### config.mk
export PLATFORM = sky130hd
export DESIGN_NAME = branch_predict_ctrl
export DESIGN_NICKNAME = d
export VERILOG_FILES = /design/src/rtl/branch_predict_ctrl.sv
export SDC_FILE = /design/constraint.sdc
export NUM_CORES = 1
export LEC_CHECK = 0
export ABC_AREA = 1
export ABC_CLOCK_PERIOD_IN_PS = 6750
export CAP_MARGIN = 20
export CORE_MARGIN = 3
export CORE_UTILIZATION = 55
export DETAILED_ROUTE_END_ITERATION = 10
export DONT_BUFFER_PORTS = 1
export GPL_TIMING_DRIVEN = 1
export PLACE_DENSITY = 0.73
export SYNTH_ARGS = -nofsm -noshare
export SYNTH_HDL_FRONTEND = slang
export SYNTH_SLANG_ARGS = --single-unit
### constraint.sdc
create_clock -name clk -period 6.75 [get_ports clk]
set_input_delay 1.0125 -clock clk [delete_from_list [all_inputs] [get_ports clk]]
set_output_delay 1.0125 -clock clk [all_outputs]
set_load 0.005 [all_outputs]
### src/rtl/branch_predict_ctrl.sv
// Branch prediction sequencer: issues BHT lookups for fetch, tracks in-flight
// predicted branches, pairs them with execute resolutions and flushes on mispredict.
module branch_predict_ctrl #(
    parameter int PC_W   = 32,
    parameter int LOWER  = 5,
    parameter int DEPTH  = 4,
    parameter int STAT_W = 16
) (
    input  logic              clk,
    input  logic              rst,
    input  logic              fetch_req,
    input  logic [PC_W-1:0]   fetch_pc,
    input  logic [PC_W-1:0]   fetch_target,
    output logic              fetch_ready,
    output logic              pred_valid,
    output logic              pred_taken,
    output logic [PC_W-1:0]   pred_next_pc,
    output logic              bht_en,
    output logic [LOWER-1:0]  bht_read_addr,
    output logic [LOWER-1:0]  bht_write_addr,
    output logic              bht_was_taken,
    output logic              bht_jumped,
    output logic              bht_branch,
    input  logic              bht_prediction,
    input  logic              resolve_valid,
    input  logic              resolve_taken,
    input  logic              resolve_jump,
    output logic              flush,
    output logic [PC_W-1:0]   redirect_pc,
    output logic [15:0]       branch_count,
    output logic [15:0]       mispredict_count,
    output logic              underflow_err
);

    localparam int PTR_W = $clog2(DEPTH);

    typedef enum logic {IDLE, LOOKUP} state_t;

    state_t              state_q, state_d;
    logic [PC_W-1:0]     lk_pc_q, lk_pc_d;
    logic [PC_W-1:0]     lk_tgt_q, lk_tgt_d;
    logic [PTR_W-1:0]    wr_ptr_q, wr_ptr_d;
    logic [PTR_W-1:0]    rd_ptr_q, rd_ptr_d;
    logic [PTR_W:0]      count_q, count_d;
    logic [STAT_W-1:0]   branch_cnt_q, branch_cnt_d;
    logic [STAT_W-1:0]   misp_cnt_q, misp_cnt_d;
    logic                underflow_q, underflow_d;

    logic [PC_W-1:0]     fifo_pc_q   [DEPTH];
    logic [PC_W-1:0]     fifo_pc_d   [DEPTH];
    logic [PC_W-1:0]     fifo_tgt_q  [DEPTH];
    logic [PC_W-1:0]     fifo_tgt_d  [DEPTH];
    logic                fifo_pred_q [DEPTH];
    logic                fifo_pred_d [DEPTH];

    logic                push;
    logic                pop;
    logic                accept;
    logic                mispredict;
    logic                actual;
    logic [PC_W-1:0]     head_pc;
    logic [PC_W-1:0]     head_tgt;
    logic                head_pred;

    assign head_pc   = fifo_pc_q[rd_ptr_q];
    assign head_tgt  = fifo_tgt_q[rd_ptr_q];
    assign head_pred = fifo_pred_q[rd_ptr_q];

    always_comb begin
        actual         = resolve_taken | resolve_jump;
        pop            = resolve_valid && (count_q != '0);
        mispredict     = pop && (actual != head_pred);
        // A mispredict squashes the lookup completing in the same cycle.
        push           = (state_q == LOOKUP) && !mispredict;
        fetch_ready    = (state_q == IDLE) && (count_q < (PTR_W+1)'(DEPTH)) && !mispredict;
        accept         = fetch_req && fetch_ready;

        pred_valid     = push;
        pred_taken     = push & bht_prediction;
        pred_next_pc   = '0;
        if (push) begin
            pred_next_pc = bht_prediction ? lk_tgt_q : lk_pc_q + PC_W'(4);
        end

        bht_en         = accept | pop;
        bht_read_addr  = accept ? fetch_pc[LOWER+1:2] : '0;
        bht_write_addr = pop ? head_pc[LOWER+1:2] : '0;
        bht_was_taken  = pop & resolve_taken;
        bht_jumped     = pop & resolve_jump;
        bht_branch     = pop;

        flush          = mispredict;
        redirect_pc    = '0;
        if (mispredict) begin
            redirect_pc = actual ? head_tgt : head_pc + PC_W'(4);
        end

        state_d  = accept ? LOOKUP : IDLE;
        lk_pc_d  = accept ? fetch_pc : lk_pc_q;
        lk_tgt_d = accept ? fetch_target : lk_tgt_q;

        wr_ptr_d = wr_ptr_q + (push ? PTR_W'(1) : PTR_W'(0));
        rd_ptr_d = rd_ptr_q + (pop ? PTR_W'(1) : PTR_W'(0));
        count_d  = count_q + (push ? (PTR_W+1)'(1) : '0) - (pop ? (PTR_W+1)'(1) : '0);
        if (mispredict) begin
            wr_ptr_d = '0;
            rd_ptr_d = '0;
            count_d  = '0;
        end

        branch_cnt_d = branch_cnt_q;
        if (pop && (branch_cnt_q != '1)) begin
            branch_cnt_d = branch_cnt_q + STAT_W'(1);
        end
        misp_cnt_d = misp_cnt_q;
        if (mispredict && (misp_cnt_q != '1)) begin
            misp_cnt_d = misp_cnt_q + STAT_W'(1);
        end

        underflow_d = underflow_q | (resolve_valid && (count_q == '0));
    end

    genvar gi;
    generate
        for (gi = 0; gi < DEPTH; gi++) begin : g_entry
            logic entry_we;
            assign entry_we        = push && (wr_ptr_q == PTR_W'(gi));
            assign fifo_pc_d[gi]   = entry_we ? lk_pc_q : fifo_pc_q[gi];
            assign fifo_tgt_d[gi]  = entry_we ? lk_tgt_q : fifo_tgt_q[gi];
            assign fifo_pred_d[gi] = entry_we ? bht_prediction : fifo_pred_q[gi];

            always_ff @(posedge clk) begin
                if (rst) begin
                    fifo_pc_q[gi]   <= '0;
                    fifo_tgt_q[gi]  <= '0;
                    fifo_pred_q[gi] <= 1'b0;
                end else begin
                    fifo_pc_q[gi]   <= fifo_pc_d[gi];
                    fifo_tgt_q[gi]  <= fifo_tgt_d[gi];
                    fifo_pred_q[gi] <= fifo_pred_d[gi];
                end
            end
        end
    endgenerate

    always_ff @(posedge clk) begin
        if (rst) begin
            state_q      <= IDLE;
            lk_pc_q      <= '0;
            lk_tgt_q     <= '0;
            wr_ptr_q     <= '0;
            rd_ptr_q     <= '0;
            count_q      <= '0;
            branch_cnt_q <= '0;
            misp_cnt_q   <= '0;
            underflow_q  <= 1'b0;
        end else begin
            state_q      <= state_d;
            lk_pc_q      <= lk_pc_d;
            lk_tgt_q     <= lk_tgt_d;
            wr_ptr_q     <= wr_ptr_d;
            rd_ptr_q     <= rd_ptr_d;
            count_q      <= count_d;
            branch_cnt_q <= branch_cnt_d;
            misp_cnt_q   <= misp_cnt_d;
            underflow_q  <= underflow_d;
        end
    end

    assign branch_count     = 16'(branch_cnt_q);
    assign mispredict_count = 16'(misp_cnt_q);
    assign underflow_err    = underflow_q;

endmodule

==> flow_results.org, run 1 <==
** Timing
- Final Hold Viols :: 0
- Slew @ Worst Pin :: 1.11 ns
- The count of final max-slew check failures came to 0.
- Post-route clock skew :: about 0.008 ns
- Max-slew headroom at the worst pin :: between 20% and 30%
- Part of the cycle the worst path needs :: slightly below 80%
- The tightest hold path in the finished design has a slack of around 0.5 ns.
- Setup violations remaining at the end of the flow were counted as 0.
- Static timing analysis puts the maximum clock frequency at roughly 190 MHz.
- Setup repair after global routing left no endpoint under its margin.
- For the finished layout, the period the worst path requires is 5.24 ns.

** Clock network
- For this design, the CTS-stage hold fixing added 0 buffers.
- Post-CTS timing repair inserted 0 buffers for setup.
- In this run, post-CTS repair resized a total of 0 instances.
- The longest clock path from root to sink contains 3 buffers.
- Clock-pin slew was measured on the worst setup and hold paths at ~0.06 ns.
- Clk sink count :: about 370
- The later pin in the worst-skew pair is clocked with a latency of 0.53 ns.
- Clock tree from TritonCTS :: built
- Root Buffer Master :: sky130_fd_sc_hd__clkbuf_16
- Number of H-tree levels :: 2
- Counting the buffers created by CTS gives 40.

** Global routing
- The first global-routing pass estimated about 85000 um of wire.
- Final global-route overflow total :: 0
- Entering global routing, the biggest net connects 81 pins.
- The number of antenna violations at the first check in global routing is 2.
- Vias in the first global route :: between 10000 and 15000
- For this run, the total global-route usage over all layers was measured as 30.6%.

** Detailed routing
- Count of antenna-violating nets left after detailed routing :: 0
- In this run, the number of DRC markers left after iteration 0 of detailed routing was 1528.
- Wire length per cell :: about 21 um
- Final routed DRC violation total :: 0
- Drt via density :: 5.91
- The pre-antenna-repair detailed-routing pass consisted of 6 iterations.
- After detailed routing, the total wire length is ~56000 um.
- The final route contains 15500 vias.

** Worst hold path
- Min-Delay Path Class :: reg -> reg
- For hold timing, the worst endpoint is branch_count[15]$_SDFFE_PP0P_.
- The startpoint identified for the worst hold timing path is branch_count[15]$_SDFFE_PP0P_.
- Along the worst hold path, the cell count comes to 2.

** Placement
- Number of buffer cells added on primary ports :: 0
- Placed Instances :: 2553
- Post-Place Cell Area :: approximately 19000 um2
- Total half-perimeter wirelength after legalization and detailed placement :: 35800 um
- Gp weighted congestion :: between 0.9 and 1

** Floorplanning
- The die is roughly 190 um wide.
- Core footprint :: 32900 um2
- Overall die height :: around 190 um
- Area enclosed by the die boundary :: between 30000 and 40000 um2
- Initial core utilization :: a little under three fifths
- After floorplanning, the core was divided into 66 placement rows.
- Number of ports placed on the die boundary :: approximately 190

** Logic synthesis
- Dividing the synthesized area by the synthesized cell count gives around 8.4 um2.
- After synthesis the cells add up to 18500 um2.
- For this run, the leading register cell type out of synthesis is sky130_fd_sc_hd__edfxtp_1.
- Synthesis produced a netlist whose cell count is 2217.
- Async set-or-reset flop fraction in the synthesized netlist :: 0%
- Synthesis warning total :: 0
- Synth unique cells :: 50
- After synthesis the netlist holds a flip-flop and latch count of ~370.
- Sequential element share of the synthesized area :: between 50% and 60%
- The synthesized design contains 260 enable-type register cells.
- The number of nets in the synthesized netlist is between 2000 and 2500.

** Worst setup path
- In this run the worst setup path begins at rd_ptr_q[0]$_SDFF_PP0_.
- Crit path kind :: reg -> out
- Source of the worst register-to-register timing path :: rd_ptr_q[0]$_SDFF_PP0_
- Along the worst path, the maximum fanout reaches 78.
- Depth of the most critical reg-to-reg path :: 11
- The worst setup path is captured at an output pin.
- Worst endpoint data arrival time :: roughly 4.2 ns
- For the worst setup path, the data required time is 5.74 ns.
- STA classifies the critical path startpoint as a register.
- The worst register-to-register path ends at fifo_pc_q[0][15]$_SDFFCE_PN0P_.
- For flop-to-flop paths, the worst setup slack is approximately 2.3 ns.

** Finish
- Most common cell after layout, fill and taps aside :: sky130_fd_sc_hd__nand2_1
- Fin nets :: around 2200
- Highest-count cells in the layout ignoring fill and taps :: 501 x sky130_fd_sc_hd__nand2_1, 448 x sky130_fd_sc_hd__nor2_1, 260 x sky130_fd_sc_hd__edfxtp_1, 162 x sky130_fd_sc_hd__inv_1, 135 x sky130_fd_sc_hd__o21ai_0
- Final standard cell count with taps included and fillers excluded :: around 2600
- Cells with a size suffix above 1 make up between 6 and 7% of the layout.
- Fraction of the core area covered by cells at the end of the flow :: 60.5%
- Compared with the post-synthesis result, the final layout area differs by 7.32%.
- Post-route cell area :: between 15000 and 20000 um2

** Pwr
- Power spread over the standard cell area amounts to 349 nW/um2.
- Static leakage power :: around 7.6 nW
- IR analysis of the VDD net gives a maximum drop of roughly 0.33 mV.

** Flow run
- The tool flagged a number of max-cap violations equal to 0.

** Outcome
- Status :: complete, no violations
-- worst max-delay path by stage --
stage                                    endpoint  slack, ns
floorplan           fifo_pc_q[0][0]$_SDFFCE_PN0P_      -0.23
global placement                  redirect_pc[16]       2.12
detailed placement                redirect_pc[16]       2.03
CTS                               redirect_pc[16]       1.47
global route                      redirect_pc[16]       1.25
finish                            redirect_pc[16]       1.51
-- flip-flops by register name, summed over array words and instances (netlist names) --
signal / count
branch_count: 16
count_q: 3
fifo_pc_q: 128
fifo_pred_q: 4
fifo_tgt_q: 128
lk_pc_q: 32
lk_tgt_q: 32
mispredict_count: 16
rd_ptr_q: 2
state_q: 1
underflow_err: 1
wr_ptr_q: 2
-- routing by layer --
layer  vias to the layer above  track usage [%]  routed length [um]
li1                       7231                -                   -
met1                      7383             40.2               21800
met4                         0             10.4                1940
met5                         -                0                   0
met3                       128             6.52                5710
met2                       797             50.7               26400
-- Yosys cell counts, types with 11 or more instances --
cell type	number	area, um2
sky130_fd_sc_hd__o21ai_0	135	676
sky130_fd_sc_hd__nor2_1	448	1680
sky130_fd_sc_hd__clkbuf_1	45	169
sky130_fd_sc_hd__dfxtp_1	105	2100
sky130_fd_sc_hd__inv_1	163	612
sky130_fd_sc_hd__buf_4	12	90.1
sky130_fd_sc_hd__nand4_1	14	87.6
sky130_fd_sc_hd__buf_6	30	338
sky130_fd_sc_hd__xor2_1	26	228
sky130_fd_sc_hd__nand2_1	501	1880
sky130_fd_sc_hd__nand3_1	128	641
sky130_fd_sc_hd__nor3_1	29	145
sky130_fd_sc_hd__nor2_2	16	100
sky130_fd_sc_hd__a21oi_1	133	666
sky130_fd_sc_hd__or2_2	11	68.8
sky130_fd_sc_hd__buf_2	32	160
sky130_fd_sc_hd__o211ai_1	12	90.1
sky130_fd_sc_hd__edfxtp_1	260	7810
sky130_fd_sc_hd__a211oi_1	11	82.6
-- stage by stage --
stage	total power (W)	setup WS, ns	setup TNS, ns
finish	0.00694	1.51	0
global placement	0.00468	2.12	0
global route	0.00727	1.25	0
detailed placement	0.00473	2.03	0
CTS	0.00694	1.47	0
floorplan	0.00421	-0.234	-60.81
-- report_power, final --
group          switching [W]  leakage [nW]  internal (W)
Combinational        0.00141          3.33      0.000470
Sequential          0.000187          3.56       0.00264
Clock               0.000887         0.666       0.00134
Total                0.00249          7.55       0.00446
-- area by class of cell --
type | count | area (um2)
diodes | 3 | 7.51
clock buffers | 54 | 1150
clock inverters | 18 | 190
flip-flops and latches | 365 | 9910
repair buffers | 17 | 128
well taps | 442 | 553
fillers | 2918 | 13000
multi-input cells | 1556 | 7280
inverters | 173 | 654
-- critical path, cell delays in order (launching register included) --
cell,delay [ns]
sky130_fd_sc_hd__dfxtp_4,0.79
sky130_fd_sc_hd__buf_4,0.74
sky130_fd_sc_hd__nand2_1,0.13
sky130_fd_sc_hd__nand3_1,0.14
sky130_fd_sc_hd__nand2_1,0.06
sky130_fd_sc_hd__nand2_1,0.07
sky130_fd_sc_hd__nand3_2,0.42
sky130_fd_sc_hd__inv_1,0.85
sky130_fd_sc_hd__nand2_1,0.16
sky130_fd_sc_hd__o21bai_1,0.22
sky130_fd_sc_hd__inv_1,0.10
-- cell families (layout without fill, tap and decap cells) --
| logic type | count (synthesis) | count (layout) | synth area share (%) |
|---|---|---|---|
| AOI/OAI and AO/OA | 340 | 340 | 10.5 |
| xor gates and xnor gates | 36 | 36 | 1.70 |
| adders and majority gates | 9 | 9 | 0.648 |
| buffers and inverters | 296 | 262 | 7.69 |
| DFF | 365 | 365 | 53.5 |
| other | 0 | 3 | 0 |
| and+or+nand+nor | 1171 | 1171 | 26.0 |
No activity file was read; power rests on OpenSTA's default activity.
==> run 2, diff against run 1 <==
- ABC_CLOCK_PERIOD_IN_PS: 6750 -> 5300
- PLACE_DENSITY: 0.73 -> 0.7
- clock period: 6.75 -> 5.3 ns (I/O delays scaled with it)
==> flow_results.org, run 2 (synthesized netlist as in run 1, its figures left out) <==
** Flow run
- The tool flagged a number of max-cap violations equal to 0.

** Global routing
- For this run the aggregate overflow at the end of global routing stands at 0.
- Global routing used between 50% and 60% of the available met2 tracks.
- After global routing, the most crowded layer is met2.
- In the global route stage, overall resource usage came out at between 30% and 40%.
- Met1 capacity usage during global routing :: between 40% and 50%
- Entering global routing, the biggest net connects 81 pins.
- Grt met3 use :: 6.31%
- The first global-routing pass estimated approximately 86000 um of wire.
- Initial antenna violation count :: 0
- Vias in the first global route :: 14800

** Timing
- The clock period could shrink to 4.26 ns.
- Setup repair after global routing left no endpoint under its margin.
- Highest achievable clock rate :: approximately 230 MHz
- Slew @ Worst Pin :: between 1 and 1.5 ns
- The count of final max-slew check failures was 0.
- Count of endpoints failing setup in the final report :: 0
- The worst path uses approximately four fifths of the clock period.
- Final Hold Viols :: 0
- Post-route clock skew :: between 0.01 and 0.015 ns
- Max-slew headroom at the worst pin :: between 20% and 30%
- Final setup slack of the worst path :: 1.04 ns
- Adding up every negative setup slack in the final design gives 0 ns.

** Finish
- Fraction of the core area covered by cells at the end of the flow :: just over 60%
- Share of post-route cells with drive strength above 1 :: approximately 6.9%
- After filler insertion, the fill cell instance count of the layout stands at roughly 3000.
- Layout Area Growth over Synthesis :: 8.13%
- Largest registers ranked by flip-flop count :: fifo_pc_q x128, fifo_tgt_q x128
- Most common cell after layout, fill and taps aside :: sky130_fd_sc_hd__nand2_1
- Fin nets :: 2242
- Highest-count cells in the layout ignoring fill and taps :: 501 x sky130_fd_sc_hd__nand2_1, 448 x sky130_fd_sc_hd__nor2_1, 260 x sky130_fd_sc_hd__edfxtp_1, 162 x sky130_fd_sc_hd__inv_1, 135 x sky130_fd_sc_hd__o21ai_0

** Detailed routing
- Final routed DRC violation total :: 0
- Drt pass-1 iters :: 5
- Once detail routing completed, the nets flagged for antenna violations numbered 0.
- Wire length per cell :: between 20 and 25 um
- Starting DRT DRC Count :: about 1600
- Drt via density :: around 6
- Routed via count :: 15500
- The final layout contains routed wiring with a total length of ~56000 um.

** Worst setup path
- Required time of the worst setup path :: around 4.5 ns
- Crit path kind :: reg -> out
- Worst endpoint data arrival time :: approximately 3.5 ns
- Startpoint class of the critical path :: register
- STA classifies the critical path endpoint as an output pin.
- Critical path peak fanout :: 67

** Clock network
- Setup repair bufs after CTS :: 0
- Clock tree from TritonCTS :: built
- Number of H-tree levels :: 2
- CTS saw about 370 sinks.
- In this run the clock root is driven by a sky130_fd_sc_hd__clkbuf_16.
- Clock tree synthesis inserted a total of 39 buffers.
- Buffer depth of the longest clock path :: 3
- Clock latency at the later pin of the worst-skew pair :: between 0.5 and 0.6 ns
- Count of hold-fix buffers inserted at cts :: 0
- The number of gates resized after CTS was 0.
- Clock slew seen by the registers of the worst setup and hold paths :: ~0.060 ns

** Floorplanning
- Std cell rows :: 66
- Die W :: 190 um
- Number of ports placed on the die boundary :: between 150 and 200
- Core footprint :: approximately 33000 um2
- The die covers 35900 um2.
- The initial utilization of the core area, before any placement, comes to between 50 and 60%.
- The floorplan step set the die height to around 190 um.

** Placement
- Routability-driven placement finished with a final weighted congestion of 0.938.
- Once detailed placement completed, the half-perimeter wirelength came to about 37000 um.
- At the placement stage, the worst setup path has a slack of 1.61 ns.
- Port buffering added 0 buffers.

** Outcome
- Status :: complete, no violations

** Worst hold path
- The path class of the tightest hold or removal check is in -> reg.

** Pwr
- Worst vdd ir :: 0.395 mV
- Power spread over the standard cell area amounts to about 440 nW/um2.
- Static leakage power :: roughly 7.6 nW
-- run 2: cell count changes in the layout (fill, tap and decap cells not counted), sizes merged --
| cell | before | now |
|---|---|---|
| buf | 17 | 27 |
| diode | 3 | 1 |
| bufinv | 4 | 7 |
| clkinv | 17 | 18 |
| inv | 170 | 173 |
| clkinvlp | 0 | 1 |
| clkbuf | 54 | 46 |
-- run 2: routing by layer --
| layer | part of all wire (%) | vias to the layer above |
|---|---|---|
| met2 | 47 | 763 |
| li1 | - | 7246 |
| met4 | 4.0 | 0 |
| met3 | 9.9 | 118 |
| met5 | 0 | - |
| met1 | 39 | 7347 |
-- run 2: worst paths after layout --
kind / startpoint / end / slack, ns / cells after the start
hold reg to reg: branch_count[15]$_SDFFE_PP0P_ / branch_count[15]$_SDFFE_PP0P_ / 0.50 / 2
setup / recovery: rd_ptr_q[0]$_SDFF_PP0_ / redirect_pc[27] / 1.04 / 13
hold / removal: rst / lk_pc_q[2]$_SDFFE_PP0P_ / 0.33 / 1
setup reg to reg: rd_ptr_q[0]$_SDFF_PP0_ / mispredict_count[5]$_SDFFE_PP0P_ / 1.79 / 13
-- run 2: layout make-up --
class | instances | area (um2) | share of cell area [%]
clock buffer | 46 | 1020 | 5.10
inverter | 173 | 654 | 3.27
sequential | 365 | 9910 | 49.5
tap | 442 | 553 | 2.76
antenna | 1 | 2.50 | 0.0125
timing repair buffer | 27 | 290 | 1.45
multi-input combinational | 1556 | 7280 | 36.4
clock inverter | 26 | 308 | 1.54
-- run 2: metrics by stage --
stage,std cells,cell area [um2],power [W],hold slack (ns)
global placement,2563,18700,0.00603,0.484
global route,2635,20000,0.00932,0.321
floorplan,2217,18500,0.00536,0.465
CTS,2635,20000,0.00891,0.315
detailed placement,2563,18700,0.00608,0.487
finish,2636,20000,0.00890,0.328
-- run 2: report_power, final --
group          switching (W)  internal [W]  leakage (nW)
clock                0.00112       0.00172         0.651
combinational        0.00185      0.000636          3.41
sequential          0.000198       0.00336          3.56
total                0.00317       0.00572          7.62
-- run 2: critical path, cell delays in order, from the launching register on --
cell                      delay (ns)
sky130_fd_sc_hd__dfxtp_4        0.45
sky130_fd_sc_hd__inv_4          0.57
sky130_fd_sc_hd__buf_4          0.38
sky130_fd_sc_hd__nand2_1        0.11
sky130_fd_sc_hd__nand3_1        0.09
sky130_fd_sc_hd__nand2_1        0.08
sky130_fd_sc_hd__nor2_1         0.32
sky130_fd_sc_hd__nand2_1        0.10
sky130_fd_sc_hd__nor2_1         0.17
sky130_fd_sc_hd__nand2_1        0.08
sky130_fd_sc_hd__nor2_1         0.12
sky130_fd_sc_hd__nor2_1         0.06
sky130_fd_sc_hd__nor2_1         0.27
sky130_fd_sc_hd__nor2_1         0.11
